File: src/rtl/panel_ctrl_pkg.sv
// Shared types for the front-panel controller: FSM state encoding, button grant vector, widths.
// Latency: n/a (types and pure functions only).
// Backpressure: n/a.
package panel_ctrl_pkg;

    localparam int ADDR_W       = 8;
    localparam int DATA_W       = 16;
    localparam int STEP_TMO_DEF = 255;

    typedef enum logic [2:0] {
        IDLE = 3'd0,
        LOOK = 3'd1,
        LOAD = 3'd2,
        STEP = 3'd3,
        RUN  = 3'd4
    } panel_state_e;

    // One-hot result of button arbitration, highest priority first.
    typedef struct packed {
        logic setpc;
        logic load;
        logic look;
        logic step;
        logic run;
    } btn_grant_t;

    // Retire counter increment that sticks at all-ones instead of wrapping.
    function automatic logic [DATA_W-1:0] sat_inc16(input logic [DATA_W-1:0] v);
        return (v == {DATA_W{1'b1}}) ? v : v + DATA_W'(1);
    endfunction

endpackage

File: src/rtl/panel_ctrl_if.sv
// Panel-to-memory request bus: one outstanding request, held until accepted.
// Latency: wires only.
// Backpressure: master holds val/wen/addr/wdata until the cycle rdy is high.
interface panel_ctrl_if;
    import panel_ctrl_pkg::*;

    logic              mem_val;
    logic              mem_wen;
    logic [ADDR_W-1:0] mem_addr;
    logic [DATA_W-1:0] mem_wdata;
    logic              mem_rdy;
    logic [DATA_W-1:0] mem_rdata;

    modport master (
        output mem_val, mem_wen, mem_addr, mem_wdata,
        input  mem_rdy, mem_rdata
    );

    modport slave (
        input  mem_val, mem_wen, mem_addr, mem_wdata,
        output mem_rdy, mem_rdata
    );

endinterface

File: src/rtl/panel_btn_arb.sv
// Fixed-priority resolver for simultaneous panel buttons: setpc > load > look > step > run.
// Latency: combinational, 0 cycles.
// Backpressure: none; losing buttons are dropped, not queued.
module panel_btn_arb
    import panel_ctrl_pkg::*;
(
    input  logic       setpc_i,
    input  logic       load_i,
    input  logic       look_i,
    input  logic       step_i,
    input  logic       run_i,
    output btn_grant_t grant_o
);

    // Grant exactly one button, the highest-priority one pressed.
    always_comb begin
        grant_o = '0;
        if (setpc_i)     grant_o.setpc = 1'b1;
        else if (load_i) grant_o.load  = 1'b1;
        else if (look_i) grant_o.look  = 1'b1;
        else if (step_i) grant_o.step  = 1'b1;
        else if (run_i)  grant_o.run   = 1'b1;
    end

endmodule

File: src/rtl/panel_ctrl.sv
// Front-panel controller: examine/deposit memory, set PC, single-step and run the core.
// Latency: every output registered; a button acts on the cycle after its pulse.
// Backpressure: memory request held until mem_rdy; buttons ignored while a request is open.
module panel_ctrl
    import panel_ctrl_pkg::*;
#(
    parameter int STEP_TMO = STEP_TMO_DEF
) (
    input  logic              clk_i,
    input  logic              rst_ni,
    input  logic [ADDR_W-1:0] sw_addr_i,
    input  logic [DATA_W-1:0] sw_data_i,
    input  logic              btn_load_i,
    input  logic              btn_look_i,
    input  logic              btn_step_i,
    input  logic              btn_run_i,
    input  logic              btn_stop_i,
    input  logic              btn_setpc_i,
    output logic              cpu_exec_o,
    output logic              pc_wen_o,
    output logic [ADDR_W-1:0] pc_o,
    input  logic              instr_val_i,
    input  logic              halt_i,
    input  logic [ADDR_W-1:0] core_pc_i,
    panel_ctrl_if.master      mem,
    output logic [ADDR_W-1:0] disp_addr_o,
    output logic [DATA_W-1:0] disp_data_o,
    output logic [2:0]        state_o,
    output logic              halted_o,
    output logic              err_o,
    output logic [DATA_W-1:0] retired_o
);

    // Watchdog is never narrower than 8 bits, wider if STEP_TMO needs it.
    localparam int WDOG_W = ($clog2(STEP_TMO + 1) > 8) ? $clog2(STEP_TMO + 1) : 8;

    panel_state_e      state_q;
    logic              cpu_exec_q;
    logic              pc_wen_q;
    logic [ADDR_W-1:0] pc_q;
    logic              mem_val_q;
    logic              mem_wen_q;
    logic [ADDR_W-1:0] mem_addr_q;
    logic [DATA_W-1:0] mem_wdata_q;
    logic [ADDR_W-1:0] disp_addr_q;
    logic [DATA_W-1:0] disp_data_q;
    logic              halted_q;
    logic              err_q;
    logic [DATA_W-1:0] retired_q;
    logic [DATA_W-1:0] retired_d;
    logic [WDOG_W-1:0] wdog_q;
    logic [WDOG_W-1:0] wdog_d;
    logic              wdog_exp;
    btn_grant_t        grant;

    // Step/run are masked while halted so a refused press never counts as accepted
    // (and therefore never clears err).
    panel_btn_arb u_arb (
        .setpc_i (btn_setpc_i),
        .load_i  (btn_load_i),
        .look_i  (btn_look_i),
        .step_i  (btn_step_i & ~halted_q),
        .run_i   (btn_run_i  & ~halted_q),
        .grant_o (grant)
    );

    // Next values for the saturating retire counter and the step watchdog.
    always_comb begin
        retired_d = sat_inc16(retired_q);
        wdog_d    = wdog_q + WDOG_W'(1);
        wdog_exp  = (wdog_q == WDOG_W'(STEP_TMO - 1));
    end

    // Panel FSM with all outputs registered alongside the state.
    always_ff @(posedge clk_i or negedge rst_ni) begin
        if (!rst_ni) begin
            state_q     <= IDLE;
            cpu_exec_q  <= 1'b0;
            pc_wen_q    <= 1'b0;
            pc_q        <= '0;
            mem_val_q   <= 1'b0;
            mem_wen_q   <= 1'b0;
            mem_addr_q  <= '0;
            mem_wdata_q <= '0;
            disp_addr_q <= '0;
            disp_data_q <= '0;
            halted_q    <= 1'b0;
            err_q       <= 1'b0;
            retired_q   <= '0;
            wdog_q      <= '0;
        end else begin
            pc_wen_q <= 1'b0;
            case (state_q)
                IDLE: begin
                    // Stop is not part of the grant, so it neither acts nor clears err here.
                    if (grant != '0) err_q <= 1'b0;
                    if (grant.setpc) begin
                        pc_wen_q  <= 1'b1;
                        pc_q      <= sw_addr_i;
                        halted_q  <= 1'b0;
                        retired_q <= '0;
                    end else if (grant.load) begin
                        mem_val_q   <= 1'b1;
                        mem_wen_q   <= 1'b1;
                        mem_addr_q  <= sw_addr_i;
                        mem_wdata_q <= sw_data_i;
                        state_q     <= LOAD;
                    end else if (grant.look) begin
                        mem_val_q  <= 1'b1;
                        mem_wen_q  <= 1'b0;
                        mem_addr_q <= sw_addr_i;
                        state_q    <= LOOK;
                    end else if (grant.step) begin
                        cpu_exec_q <= 1'b1;
                        wdog_q     <= '0;
                        state_q    <= STEP;
                    end else if (grant.run) begin
                        cpu_exec_q <= 1'b1;
                        state_q    <= RUN;
                    end
                end
                LOOK, LOAD: begin
                    // Request stays frozen until accepted; every button is ignored meanwhile.
                    if (mem.mem_rdy) begin
                        mem_val_q   <= 1'b0;
                        mem_wen_q   <= 1'b0;
                        disp_data_q <= (state_q == LOOK) ? mem.mem_rdata : mem_wdata_q;
                        if (state_q == LOOK) disp_addr_q <= mem_addr_q;
                        state_q     <= IDLE;
                    end
                end
                STEP: begin
                    wdog_q <= wdog_d;
                    if (instr_val_i) retired_q <= retired_d;
                    if (halt_i)      halted_q  <= 1'b1;
                    // A retire in the last allowed cycle still counts as success.
                    if (wdog_exp && !instr_val_i && !halt_i) err_q <= 1'b1;
                    if (instr_val_i || halt_i || btn_stop_i || wdog_exp) begin
                        cpu_exec_q  <= 1'b0;
                        wdog_q      <= '0;
                        disp_addr_q <= core_pc_i;
                        state_q     <= IDLE;
                    end
                end
                RUN: begin
                    if (instr_val_i) retired_q <= retired_d;
                    if (halt_i)      halted_q  <= 1'b1;
                    if (halt_i || btn_stop_i) begin
                        cpu_exec_q  <= 1'b0;
                        disp_addr_q <= core_pc_i;
                        state_q     <= IDLE;
                    end
                end
                default: begin
                    cpu_exec_q <= 1'b0;
                    mem_val_q  <= 1'b0;
                    state_q    <= IDLE;
                end
            endcase
        end
    end

    assign cpu_exec_o    = cpu_exec_q;
    assign pc_wen_o      = pc_wen_q;
    assign pc_o          = pc_q;
    assign mem.mem_val   = mem_val_q;
    assign mem.mem_wen   = mem_wen_q;
    assign mem.mem_addr  = mem_addr_q;
    assign mem.mem_wdata = mem_wdata_q;
    assign disp_addr_o   = disp_addr_q;
    assign disp_data_o   = disp_data_q;
    assign state_o       = state_q;
    assign halted_o      = halted_q;
    assign err_o         = err_q;
    assign retired_o     = retired_q;

endmodule

File: src/flat_wrapper.sv
// flat-port wrapper written by rule: the top's interface ports become plain ports
module panel_ctrl_flat import panel_ctrl_pkg::*;
#(
    parameter int STEP_TMO = STEP_TMO_DEF
)
  (clk_i, rst_ni, sw_addr_i, sw_data_i, btn_load_i, btn_look_i, btn_step_i, btn_run_i, btn_stop_i, btn_setpc_i, cpu_exec_o, pc_wen_o, pc_o, instr_val_i, halt_i, core_pc_i, disp_addr_o, disp_data_o, state_o, halted_o, err_o, retired_o, mem_mem_val, mem_mem_wen, mem_mem_addr, mem_mem_wdata, mem_mem_rdy, mem_mem_rdata);
  panel_ctrl_if mem_i ();
  input  logic clk_i;
  input  logic rst_ni;
  input  logic [ADDR_W-1:0] sw_addr_i;
  input  logic [DATA_W-1:0] sw_data_i;
  input  logic btn_load_i;
  input  logic btn_look_i;
  input  logic btn_step_i;
  input  logic btn_run_i;
  input  logic btn_stop_i;
  input  logic btn_setpc_i;
  output logic cpu_exec_o;
  output logic pc_wen_o;
  output logic [ADDR_W-1:0] pc_o;
  input  logic instr_val_i;
  input  logic halt_i;
  input  logic [ADDR_W-1:0] core_pc_i;
  output logic [ADDR_W-1:0] disp_addr_o;
  output logic [DATA_W-1:0] disp_data_o;
  output logic [2:0] state_o;
  output logic halted_o;
  output logic err_o;
  output logic [DATA_W-1:0] retired_o;
  output wire logic [$bits(mem_i.mem_val)-1:0] mem_mem_val;
  output wire logic [$bits(mem_i.mem_wen)-1:0] mem_mem_wen;
  output wire logic [$bits(mem_i.mem_addr)-1:0] mem_mem_addr;
  output wire logic [$bits(mem_i.mem_wdata)-1:0] mem_mem_wdata;
  input wire logic [$bits(mem_i.mem_rdy)-1:0] mem_mem_rdy;
  input wire logic [$bits(mem_i.mem_rdata)-1:0] mem_mem_rdata;
  assign mem_mem_val = mem_i.mem_val;
  assign mem_mem_wen = mem_i.mem_wen;
  assign mem_mem_addr = mem_i.mem_addr;
  assign mem_mem_wdata = mem_i.mem_wdata;
  assign mem_i.mem_rdy = mem_mem_rdy;
  assign mem_i.mem_rdata = mem_mem_rdata;
  panel_ctrl #(.STEP_TMO(STEP_TMO)) u_core (.clk_i(clk_i), .rst_ni(rst_ni), .sw_addr_i(sw_addr_i), .sw_data_i(sw_data_i), .btn_load_i(btn_load_i), .btn_look_i(btn_look_i), .btn_step_i(btn_step_i), .btn_run_i(btn_run_i), .btn_stop_i(btn_stop_i), .btn_setpc_i(btn_setpc_i), .cpu_exec_o(cpu_exec_o), .pc_wen_o(pc_wen_o), .pc_o(pc_o), .instr_val_i(instr_val_i), .halt_i(halt_i), .core_pc_i(core_pc_i), .mem(mem_i), .disp_addr_o(disp_addr_o), .disp_data_o(disp_data_o), .state_o(state_o), .halted_o(halted_o), .err_o(err_o), .retired_o(retired_o));
endmodule
File: config.mk
export PLATFORM = sky130hd
export DESIGN_NAME = panel_ctrl_flat
export DESIGN_NICKNAME = d
export VERILOG_FILES = /design/src/rtl/panel_ctrl_pkg.sv /design/src/rtl/panel_ctrl_if.sv /design/src/rtl/panel_btn_arb.sv /design/src/rtl/panel_ctrl.sv /design/src/flat_wrapper.sv
export SDC_FILE = /design/constraint.sdc
export NUM_CORES = 1
export LEC_CHECK = 0
export CAP_MARGIN = 15
export CORE_ASPECT_RATIO = 1.1
export CORE_MARGIN = 1.5
export CORE_UTILIZATION = 49
export DETAILED_ROUTE_END_ITERATION = 6
export PLACE_DENSITY_LB_ADDON = 0.05
export SETUP_SLACK_MARGIN = 0.1
export SLEW_MARGIN = 20
export SYNTH_ARGS = -nofsm -noshare
export SYNTH_HDL_FRONTEND = slang
export SYNTH_SLANG_ARGS = --single-unit
File: constraint.sdc
create_clock -name clk_i -period 3.9 [get_ports clk_i]
set_clock_uncertainty 0.15 [all_clocks]
set_input_delay 0.78 -clock clk_i [delete_from_list [all_inputs] [get_ports clk_i]]
set_output_delay 0.78 -clock clk_i [all_outputs]
set_load 0.02 [all_outputs]
### After elaboration in Yosys (flattened, before gate mapping)

Cells that the tools add are included.

* output and inout port bits: 81
* bits of input ports: 59
* logic and storage cells: 136
* register bits: 89

* eq/ne operators: 23
* $add $sub $neg: 2
* reductions and logical operators: 30
* muxes and demuxes: 61
* bitwise gates (word level): 6

Operator list (count)
* $mux 8: 11
* $mux 16: 4
* $pmux 16 s2: 1
* $mux 3: 9
* $mux 1: 26
* $pmux 8 s3: 1
* $ne 2x1->1 const B: 9
* $add 16x1->16 const B: 1
* $eq 16x16->1 const B: 1
* $pmux 8 s2: 1
* $reduce_and 5->1: 3
* $pmux 3 s4: 1
* $reduce_and 3->1: 4
* $reduce_and 4->1: 3
* $ne 2x2->1 const B: 5
* $add 8x1->8 const B: 1
* $eq 8x8->1 const B: 1
* $reduce_bool 2->1: 4
* $reduce_and 7->1: 1
* $eq 3x2->1 const B: 2
* $ne 3x1->1 const B: 2
* $pmux 1 s2: 3
* $ne 5x1->1 const B: 1
* $reduce_bool 5->1: 1
* other kinds (15): 26

### Depth between registers and ports, before layout

Gate-level depths: netlist of the first run.

* depth in word-level cells: 13
* gate-level depth with buffers: 8
* gate-level depth less buffers: 7

### Hierarchy

Synthesis of the first run repeated with hierarchy kept, for this count alone.

* cell total of the unflattened synthesis: 425
* area, all modules: 4406.7 µm²

By module, submodules not included
* panel_ctrl: cells each 419, area an instance 4349.2 µm², instances 1
* panel_btn_arb: cells each 6, area an instance 57.6 µm², instances 1

### Worst setup path before layout of the first run

No wires, ideal clock.

* path kind: input to register
* start: input port halt_i
* end: register u_core.wdog_q[5]
* stages: 5
* setup time: 0.083 ns
* arrival time: 2.099 ns
* path buffers: 1
* slack: 1.569 ns
* required time: 3.667 ns
* cell sequence: or4_1 or2_1 clkbuf_2 or3_1 o21ai_0

* word-level cells in the longest chain between the ends: 5

RTL lines
* start: declaration: RTL line flat_wrapper.sv:22 `input logic halt_i;`
* $logic_or 1x1->1 (3 in a row): RTL line panel_ctrl.sv:138 `if (instr_val_i || halt_i || btn_stop_i || wdog_exp) begin`
* $mux 8: RTL line panel_ctrl.sv:138
* $pmux 8 s2: RTL line panel_ctrl.sv:93 `case (state_q)`
* end signal: assignment: RTL line panel_ctrl.sv:133 `wdog_q <= wdog_d;`
* end: declaration: RTL line panel_ctrl.sv:51 `logic [WDOG_W-1:0] wdog_q;`

No other way between the ends.
A chain may end at the register's enable or synchronous reset.

### Final worst setup path of the first run

* start: register u_core.state_q[1] (netlist: u_core.state_o[1])
* end: output port state_o[1]

RTL lines
* start: declaration: RTL line panel_ctrl.sv:37 `panel_state_e state_q;`
* start signal: assignment: RTL line panel_ctrl.sv:77 `state_q <= IDLE;`
* start signal: assignment: RTL line panel_ctrl.sv:107 `state_q <= LOAD;`
* start signal: assignment: RTL line panel_ctrl.sv:112 `state_q <= LOOK;`
* end: declaration: RTL line flat_wrapper.sv:26 `output logic [2:0] state_o;`

No word-level cell between the ends.

==> summary.txt, run 1 <==
CTS
  • Post-CTS Hold Buffers: 0
  • Number of gates resized after CTS: 0
  • Post-CTS Setup Repair Bufs: 0
  • Clock-pin slew on the worst setup and hold paths: 0.09 ns
  • Deepest clock path buffer count: 2
  • CTS H-Tree Depth: 3
  • CTS tree: yes
  • Clk root buf: clkbuf_8
  • Cts bufs inserted: 9
  • Clock latency at the later pin of the worst-skew pair: approximately 0.36 ns
  • Sink Count: 89

Cells and area
  • Fillers: between 600 and 700
  • Area growth syn-to-layout: 40.29%
  • Antenna diodes: 0
  • Layout cells sized above 1: ~9.8%
  • Post-route cell area: 0.005838 mm^2
  • Util after Layout: a little over two thirds
  • Nets: between 500 and 600

Pwr
  • Overall power: approximately 4 mW
  • Pwr dens: around 700 mW/mm^2
  • Worst vdd ir: 0.3968 mV
  • Pleak: 2.538 nW

Synth
  • Sequential share of the synthesized area: between 50% and 60%
  • Ys flop type: dfrtp_1
  • Synth area leaders: dfrtp_1, mux2i_1, nand2_1, mux2_2, o21ai_0
  • Flops & latches, synth: 89
  • FFs w/ async S/R, synth: 100.0%
  • Syn nets: around 460
  • Synthesized instance count: 400
  • Avg Synthesized Cell Area: 10.40 um^2
  • Synth area leader: dfrtp_1
  • Yosys warns: 0
  • Share of the synthesized area in the top cell type: 53.52%
  • EDFF count, synth: 0
  • Commonest cells in the netlist: dfrtp_1, nand2_1, o21ai_0
  • Cell area after synthesis: roughly 0.0042 mm^2
  • Most frequent cell after synthesis: dfrtp_1
  • Yosys cell types: 50

Place
  • HPWL Detailed: 7280 um
  • Placed cell area: 0.005639 mm^2
  • IO Port Bufs: 139
  • GPL Wtd Cong: approximately 0.84

Timing
  • Fin crit period: around 2.7 ns
  • Worst-margin pin slew: 1.126 ns
  • Setup violations, final: 0
  • Max Clk Rate: roughly 0.37 GHz
  • Hold slack: approximately 0.18 ns
  • Final Cycle Share: 69.12%
  • Slew margin rel.: about a quarter
  • Final slew viol count: 0
  • RSZ-0062 raised after global routing: false
  • Setup TNS: 0 ns
  • Final hold vios: 0

Setup path
  • Cell family with most CP delay: buffers and inverters
  • Critical-path maximum fanout: 15
  • WP buf/inv: 1
  • Worst Path Arrival: 1.77 ns
  • WS Path Type: flop to output port
  • CP required: about 3 ns
  • Worst stage delay on the critical path: around 0.71 ns
  • Slowest-stage cell, CP: clkdlybuf4s50_1
  • CP Cell Sequence: clkdlybuf4s50_1
  • RR Startpoint: u_core.state_o[1]$_DFFE_PN0P_
  • Kind of end point of the critical path: output port
  • Setup crit start: u_core.state_o[1]$_DFFE_PN0P_
  • Worst setup SP type: flop

Routing
  • Routed WL per cell: 15.30 um
  • Initial drt markers: roughly 120
  • Pre-antenna DRT Iters: 4
  • Wl on met1: 4349 um
  • Highest Signal Layer: met4
  • ANT nets after route: 0
  • Routed via count: roughly 3,500
  • DRC violations left: 0
  • Routed length on met3: 549 um
  • Vias/cell: ~5.3
  • Final WL: around 10000 um
  • Routed met2 length: just under 5000 um

Run
  • Max-Cap Viols: 0

Min path
  • HP Class: input pin to async pin

Floorplanning
  • Io pins: between 100 and 150
  • Die Ht: about 100 um
  • DIE AREA: roughly 0.009 mm^2
  • Initial core utilization: about half
  • Rows: 35
  • Die width: between 90 and 100 um
  • Core Box Area: ~0.0083 mm^2

Global route
  • Initial antenna violation count: 0
  • Largest net degree at the start of global routing: 33
  • Vias in the first global route: 3,446
  • First-pass GRT wire length: 16,600 um
  • Gr ovfl total: 0
  • Total GRT Usage: between 20% and 30%

Status
  • Status: complete, no violations
==> worst paths after layout <==
kind,slack [ns],to,depth (start not counted)
worst max-delay path,1.20,state_o[1],1
worst min-delay path,0.18,u_core.wdog_q[3]$_DFFE_PN0P_,1
worst max register to register,1.42,u_core.disp_addr_o[0]$_DFFE_PN0P_,4
worst min register to register,0.33,u_core.pc_o[7]$_DFFE_PN0P_,2
max in group asynchronous,2.69,u_core.disp_data_o[7]$_DFFE_PN0P_,2
min in group clk_i,0.33,u_core.pc_o[7]$_DFFE_PN0P_,2
==> power by group <==
part	switching [mW]	internal [mW]	total, mW	leakage (nW)
combinational	0.993	0.942	1.93	1.32
sequential	0.249	1.26	1.51	1.13
clock	0.332	0.297	0.630	0.0889
total	1.57	2.50	4.07	2.54
==> layout by cell type (no fill, tap or decap), types with 5 or more instances in the layout <==
| master | Yosys | layout |
|---|---|---|
| clkdlybuf4s50_1 | 0 | 138 |
| dfrtp_1 | 89 | 89 |
| nand2_1 | 72 | 72 |
| o21ai_0 | 36 | 36 |
| mux2i_1 | 32 | 32 |
| mux2_2 | 24 | 24 |
| nor2_1 | 19 | 19 |
| nand3_1 | 17 | 17 |
| a21oi_1 | 14 | 14 |
| clkbuf_8 | 0 | 9 |
| inv_1 | 7 | 7 |
| a21o_1 | 5 | 5 |
| buf_4 | 1 | 5 |
==> metrics by stage <==
step	instances	setup WS, ns
floorplan	400	1.569
global placement	636	1.102
detailed placement	636	1.038
CTS	652	1.238
global route	652	1.156
finish	652	1.204
==> sequential cells by signal, summed over array words and instances (netlist names), 3 cells and up <==
signal,count
u_core.disp_data_o,16
u_core.state_o,3
u_core.mem.mem_wdata,16
u_core.pc_o,8
u_core.disp_addr_o,8
u_core.retired_o,16
u_core.wdog_q,8
u_core.mem.mem_addr,8
==> cells by family (layout without fill, tap and decap cells) <==
kind of cell | Yosys count | count (layout) | share of synthesized area [%]
buffers and inverters | 26 | 167 | 2.646
DFF | 89 | 89 | 53.52
AOI/OAI and AO/OA | 78 | 78 | 11.49
and+or+nand+nor | 143 | 143 | 16.21
adders and majority gates | 3 | 3 | 0.9021
xor gates and xnor gates | 5 | 5 | 1.052
muxes | 56 | 56 | 14.19
==> final cells by class <==
class / count / area [um^2] / area share [%]
sequential: 89 / 2227 / 38.15
clock inverter: 6 / 66.31 / 1.136
timing repair buffer: 143 / 1419 / 24.30
tap: 111 / 138.9 / 2.379
clock buffer: 10 / 127.6 / 2.186
multi-input combinational: 285 / 1829 / 31.33
inverter: 8 / 30.03 / 0.5144
==> per-layer routing <==
layer | GRT usage, % | up-vias
met5 | 0 | -
met4 | 8.654 | 0
met3 | 4.893 | 13
met2 | 39.10 | 99
met1 | 29.15 | 1669
li1 | - | 1690
Note: power is estimated with default switching activity, not from simulation.
==> run 2, diff against run 1 <==
--- a/config.mk
+++ b/config.mk
@@ -8,7 +8,7 @@
 export CAP_MARGIN = 15
 export CORE_ASPECT_RATIO = 1.1
 export CORE_MARGIN = 1.5
-export CORE_UTILIZATION = 49
+export CORE_UTILIZATION = 41
 export DETAILED_ROUTE_END_ITERATION = 6
 export PLACE_DENSITY_LB_ADDON = 0.05
 export SETUP_SLACK_MARGIN = 0.1
==> constraint.sdc (replaced) <==
create_clock -name clk_i -period 2.4 [get_ports clk_i]
set_clock_uncertainty 0.15 [all_clocks]
set_input_delay 0.48 -clock clk_i [delete_from_list [all_inputs] [get_ports clk_i]]
set_output_delay 0.48 -clock clk_i [all_outputs]
set_load 0.02 [all_outputs]
==> run 2 against run 1 <==
Effect of this change:
- first-iteration DRC count rose by 18%
- clock power rose by 62%
- final area rose by 3.9%
- sequential share of layout area fell by 1.4 points
- global-route usage fell by 2.0 points
- die area rose by 19%
- critical path type unchanged
- largest cell class unchanged
- largest power group unchanged
==> summary.txt, run 2 (synthesis results as in run 1) <==
Timing
  • Setup TNS: 0 ns (unchanged)
  • Final slew viol count: 0 (unchanged)
  • RSZ-0062 raised after global routing: false
  • Fin crit period: ~2.2 ns
  • Final hold vios: 0 (unchanged)
  • Final Cycle Share: ~93%
  • Hold slack: 0.3314 ns (+0.1483 ns)
  • Setup violations, final: 0 (unchanged)
  • Slew margin rel.: 58.41% (+34 points)
  • Worst-margin pin slew: 0.6231 ns (-0.5030 ns)
  • Setup ws final: 0.1588 ns (-1.046 ns)
  • Max Clk Rate: roughly 0.45 GHz

Min path
  • HP Class: flop to flop

Global route
  • Largest net degree at the start of global routing: 41 (+24%)
  • Gr ovfl total: 0 (unchanged)
  • Total GRT Usage: 21.03% (-2.0 points)
  • Vias in the first global route: 3,674 (+6.6%)
  • Initial antenna violation count: 0 (unchanged)
  • First-pass GRT wire length: 17,880 um (+7.7%)

Cells and area
  • Fillers: 875 (+31%)
  • Util after Layout: 61.35% (-8.8 points)
  • Multi-input gate area: 0.001827 mm^2 (-0.14%)
  • Most common cell after layout, fill and taps aside: clkdlybuf4s50_1
  • Area growth syn-to-layout: 45.79%
  • Most frequent cells in the layout: clkdlybuf4s50_1, dfrtp_1, nand2_1
  • Post-route cell area: 0.006067 mm^2 (+3.9%)
  • Reg area: 0.002230 mm^2 (+0.11%)
  • Antenna diodes: 0 (unchanged)
  • Nets: 622 (+4.0%)
  • Layout cells sized above 1: 13.63% (+3.8 points)

Routing
  • DRC violations left: 0 (unchanged)
  • Routed WL per cell: 15.84 um (+3.6%)
  • Vias/cell: 5.131 (-3.6%)
  • Final WL: 10,850 um (+8.8%)
  • Pre-antenna DRT Iters: 4 (unchanged)
  • Initial drt markers: 141 (+18%)
  • ANT nets after route: 0 (unchanged)
  • Routed via count: 3,515 (+1.3%)

CTS
  • Clk root buf: clkbuf_8
  • Clock-pin slew on the worst setup and hold paths: 0.08 ns (about the same)
  • Sink Count: 89 (unchanged)
  • CTS tree: yes
  • Clock latency at the later pin of the worst-skew pair: 0.35 ns (about the same)
  • CTS H-Tree Depth: 3 (unchanged)
  • Deepest clock path buffer count: 2 (unchanged)
  • Cts bufs inserted: 9 (unchanged)

Floorplanning
  • Die Ht: 108.7 um (+9.0%)
  • Initial core utilization: 42.08% (-7.9 points)
  • Die width: 99.06 um (+9.0%)
  • Rows: 38 (+8.6%)
  • DIE AREA: 0.01076 mm^2 (+19%)
  • Core Box Area: 0.009889 mm^2 (+19%)
  • Io pins: 140 (unchanged)

Pwr
  • Worst vdd ir: 0.6175 mV (+56%)
  • Psw: 2.563 mW (+63%)
  • Flop pwr share: 35.9% (-1.1 points)
  • Pwr dens: 1112 mW/mm^2 (+60%)
  • Combinational fraction of design power: 49.0% (+1.5 points)
  • P_int: 4.184 mW (+68%)
  • Switching part of the total: 37.99% (-0.70 points)
  • Clock power frac: 15.2% (-0.3 points)
  • Pleak: 2.688 nW (+5.9%)

Place
  • IO Port Bufs: 139 (unchanged)
  • Dpl ws: -0.06791 ns (-1.105 ns)
  • GPL Wtd Cong: 0.8466 (+1.2%)
  • Placed cell area: 0.005861 mm^2 (+3.9%)
  • HPWL Detailed: 7926 um (+8.9%)

Status
  • Status: complete, no violations

Setup path
  • Worst Path Arrival: 1.61 ns (-0.16 ns)
  • Worst setup SP type: flop
  • WS Path Type: flop to output port
  • Kind of end point of the critical path: output port
  • CP required: 1.77 ns (-1.20 ns)
  • Critical-path maximum fanout: 8 (-7)

Run
  • Max-Cap Viols: 0 (unchanged)
[run 2: area by class of cell]
cell class              count  share of cell area (%)
clock buffers              13                   2.454
repair buffers            167                   27.06
flip-flops and latches     89                   36.75
multi-input cells         285                   30.11
clock inverters             3                  0.6599
well taps                 120                   2.475
inverters                   8                  0.4949
[run 2: power by group through the flow]
stage	Clock (mW)	Sequential [mW]	Combinational, mW
after CTS	1.06	2.43	3.35
final	1.02	2.42	3.30
after global routing	1.11	2.52	3.57
after global placement	0	2.42	3.28
after floorplan	0	3.04	1.12
after detailed placement	0	2.45	3.34
[run 2: worst max-delay path, stage by stage, from the launching register on]
cell	delay, ns
dfrtp_2	0.45
buf_4	0.18
clkdlybuf4s50_1	0.63
[run 2: worst paths after layout]
path / end / startpoint / slack (ns) / cells after the start
worst max-delay path: state_o[0] / u_core.state_o[0]$_DFFE_PN0P_ / 0.16 / 2
worst max register to register: u_core.wdog_q[5]$_DFFE_PN0P_ / u_core.state_o[2]$_DFFE_PN0P_ / 0.20 / 5
min in group asynchronous: u_core.disp_addr_o[6]$_DFFE_PN0P_ / rst_ni / 0.52 / 2
worst min-delay path: u_core.disp_data_o[15]$_DFFE_PN0P_ / u_core.disp_data_o[15]$_DFFE_PN0P_ / 0.33 / 2
worst min register to register: u_core.disp_data_o[15]$_DFFE_PN0P_ / u_core.disp_data_o[15]$_DFFE_PN0P_ / 0.33 / 2
max in group asynchronous: u_core.wdog_q[6]$_DFFE_PN0P_ / rst_ni / 0.93 / 3
[run 2: per-layer routing]
layer / wire length (um) / up-vias / GRT usage [%]
met3: 575 / 17 / 4.423
met4: 225 / 0 / 8.853
met1: 4673 / 1678 / 25.74
met5: 0 / - / 0
li1: - / 1729 / -
met2: 5377 / 91 / 36.35
[run 2: what timing repair did]
action | in CTS | in global routing
endpoints found under the hold margin | 38 | 0
gates resized for setup | 2 | 2
setup endpoints to repair | 2 | 9
setup buffers | 0 | 0
hold buffers | 1 | 0
[run 2: per-stage QoR]
step | power [mW] | cells
5_1_grt | 7.199 | 685
4_1_cts | 6.835 | 685
3_5_place_dp | 5.787 | 668
6_report | 6.748 | 685
2_1_floorplan | 4.158 | 400
3_3_place_gp | 5.704 | 668
==> run 3, diff against run 2 <==
--- a/config.mk
+++ b/config.mk
@@ -10,7 +10,7 @@
 export CORE_MARGIN = 1.5
 export CORE_UTILIZATION = 41
 export DETAILED_ROUTE_END_ITERATION = 6
-export PLACE_DENSITY_LB_ADDON = 0.05
+export PLACE_DENSITY = 0.76
 export SETUP_SLACK_MARGIN = 0.1
 export SLEW_MARGIN = 20
 export SYNTH_ARGS = -nofsm -noshare
==> constraint.sdc (replaced) <==
create_clock -name clk_i -period 2 [get_ports clk_i]
set_clock_uncertainty 0.15 [all_clocks]
set_input_delay 0.4 -clock clk_i [delete_from_list [all_inputs] [get_ports clk_i]]
set_output_delay 0.4 -clock clk_i [all_outputs]
set_load 0.02 [all_outputs]
==> run 3 against run 2 <==
Effect of this change:
- global-route usage rose by 0.16 points
- clock power rose by 17%
- largest power group unchanged
- sequential share of layout area down 0.56 points
- core utilization grew 1.2 points
- sequential cell count is the same
- hold slack lost 0.0024 ns
- via count increased by 3.0%
==> summary.txt, run 3 (synthesis results as in run 1) <==
Routing
  • Routed via count: 3,619 (+3.0%)
  • Routed WL per cell: 15.79 um (-0.35%)
  • ANT nets after route: 0 (unchanged)
  • Pre-antenna DRT Iters: 4 (unchanged)
  • Final WL: 11,040 um (+1.7%)
  • DRC violations left: 0 (unchanged)
  • Initial drt markers: 175 (+24%)
  • Vias/cell: 5.177 (+0.90%)

CTS
  • Deepest clock path buffer count: 2 (unchanged)
  • Cts bufs inserted: 9 (unchanged)
  • Clk root buf: clkbuf_8
  • Clock-pin slew on the worst setup and hold paths: 0.09 ns (about the same)
  • CTS tree: yes
  • Sink Count: 89 (unchanged)
  • Clock latency at the later pin of the worst-skew pair: 0.37 ns (+0.02 ns)
  • CTS H-Tree Depth: 3 (unchanged)

Floorplanning
  • Io pins: 140 (unchanged)
  • DIE AREA: 0.01076 mm^2 (unchanged)
  • Core Box Area: 0.009889 mm^2 (unchanged)
  • Initial core utilization: 42.08% (unchanged)
  • Die Ht: 108.7 um (unchanged)
  • Rows: 38 (unchanged)
  • Die width: 99.06 um (unchanged)

Global route
  • Vias in the first global route: 3,593 (-2.2%)
  • GR met1 Demand/Resource: 25.99% (+0.25 points)
  • Met2 Usage GRT: 35.71% (-0.64 points)
  • First-pass GRT wire length: 17,780 um (-0.54%)
  • Total GRT Usage: 21.20% (+0.16 points)
  • GR peak layer: met2
  • Initial antenna violation count: 0 (unchanged)
  • Largest net degree at the start of global routing: 33 (-20%)
  • Routing usage on met3: 4.615% (+0.19 points)
  • Gr ovfl total: 0 (unchanged)

Timing
  • RSZ-0062 raised after global routing: true
  • Slew margin rel.: 70.00% (+12 points)
  • Setup violations, final: 0 (unchanged)
  • Final hold vios: 0 (unchanged)
  • Setup TNS: 0 ns (unchanged)
  • Setup ws final: 0.08741 ns (-0.07142 ns)
  • Final Cycle Share: approximately 96%
  • Hold slack: 0.3290 ns (-0.002442 ns)
  • Worst-margin pin slew: 0.4458 ns (-0.1773 ns)
  • Final slew viol count: 0 (unchanged)
  • Max Clk Rate: around 0.52 GHz
  • Fin crit period: around 1.9 ns

Cells and area
  • Nets: 636 (+2.3%)
  • Util after Layout: 62.51% (+1.2 points)
  • Post-route cell area: 0.006182 mm^2 (+1.9%)
  • Final std cells w/o fill: 699 (+2.0%)
  • Antenna diodes: 0 (unchanged)
  • Most frequent cells in the layout: dfrtp_1, dlygate4sd2_1, nand2_1
  • Layout cells sized above 1: 19.69% (+6.1 points)
  • Area growth syn-to-layout: 48.56%
  • Most common cell after layout, fill and taps aside: dfrtp_1

Pwr
  • Pwr dens: 1265 mW/mm^2 (+14%)
  • Overall power: 7.821 mW (+16%)
  • Pleak: 3.016 nW (+12%)
  • Worst vdd ir: 0.6934 mV (+12%)

Place
  • IO Port Bufs: 139 (unchanged)
  • HPWL Detailed: 8338 um (+5.2%)
  • Placed cell area: 0.005976 mm^2 (+2.0%)
  • GPL Wtd Cong: 0.8176 (-3.4%)
  • Dpl ws: -0.3199 ns (-0.2520 ns)
  • DP Cell Count: 678 (+1.5%)

Setup path
  • CP required: 2.15 ns (+0.38 ns)
  • Critical-path maximum fanout: 4 (-4)
  • WS Path Type: input pin to flop
  • Kind of end point of the critical path: flop
  • Worst setup SP type: input pin
  • Worst Path Arrival: 2.06 ns (+0.45 ns)
  • R2R setup slack: 0.13 ns (-0.07 ns)

Min path
  • HP Class: flop to flop

Status
  • Status: complete, no violations

Run
  • Max-Cap Viols: 0 (unchanged)
==> run 3: changes by cell type in the layout (fill, tap and decap cells not counted), moves of 3 or more <==
cell,change
dlymetal6s2s_1,+5
dfrtp_1,-6
clkbuf_1,-3
dfrtp_2,+6
dlygate4sd2_1,+74
clkinvlp_4,+4
clkdlybuf4s50_1,-80
buf_4,+13
==> run 3: per-layer routing <==
metal  vias to the layer above  wire [um]
li1                       1761          -
met1                      1741       4498
met2                        88       5643
met3                        29        499
met4                         0        394
met5                         -          0
==> run 3: worst paths after layout <==
kind / depth (start not counted) / to / from
worst max-delay path: 5 / u_core.wdog_q[5]$_DFFE_PN0P_ / halt_i
worst min-delay path: 2 / u_core.disp_data_o[8]$_DFFE_PN0P_ / u_core.disp_data_o[8]$_DFFE_PN0P_
worst max register to register: 4 / u_core.retired_o[8]$_DFFE_PN0P_ / u_core.state_o[0]$_DFFE_PN0P_
worst min register to register: 2 / u_core.disp_data_o[8]$_DFFE_PN0P_ / u_core.disp_data_o[8]$_DFFE_PN0P_
max in group asynchronous: 3 / u_core.mem.mem_addr[7]$_DFFE_PN0P_ / rst_ni
min in group asynchronous: 2 / u_core.wdog_q[4]$_DFFE_PN0P_ / rst_ni
==> run 3: final cells by class <==
type                            count  area [um^2]
Timing Repair Buffer              181         1665
Multi-Input combinational cell    285         1909
Tap cell                          120        150.1
Inverter                            8        30.03
Clock inverter                      5        38.79
Clock buffer                       11        151.4
Sequential cell                    89         2237
Fill cell                         828         3707
==> run 3: critical path: stages <==
cell and delay [ns]:
clkdlybuf4s50_1 0.47, or4_4 0.55, or2_1 0.25, or3_1 0.31, o21ai_1 0.08
==> run 3: power breakdown <==
part / internal, mW / switching (mW)
Combinational: 1.66 / 2.09
Clock: 0.523 / 0.671
Sequential: 2.46 / 0.419
==> run 3: repair_timing <==
action                     CTS  global route
hold endpoints to repair    23             0
resized for setup           80            18
setup endpoints to repair   97            41
hold buffers                 1             0
buffers inserted             2             2
pin swaps                    1             3
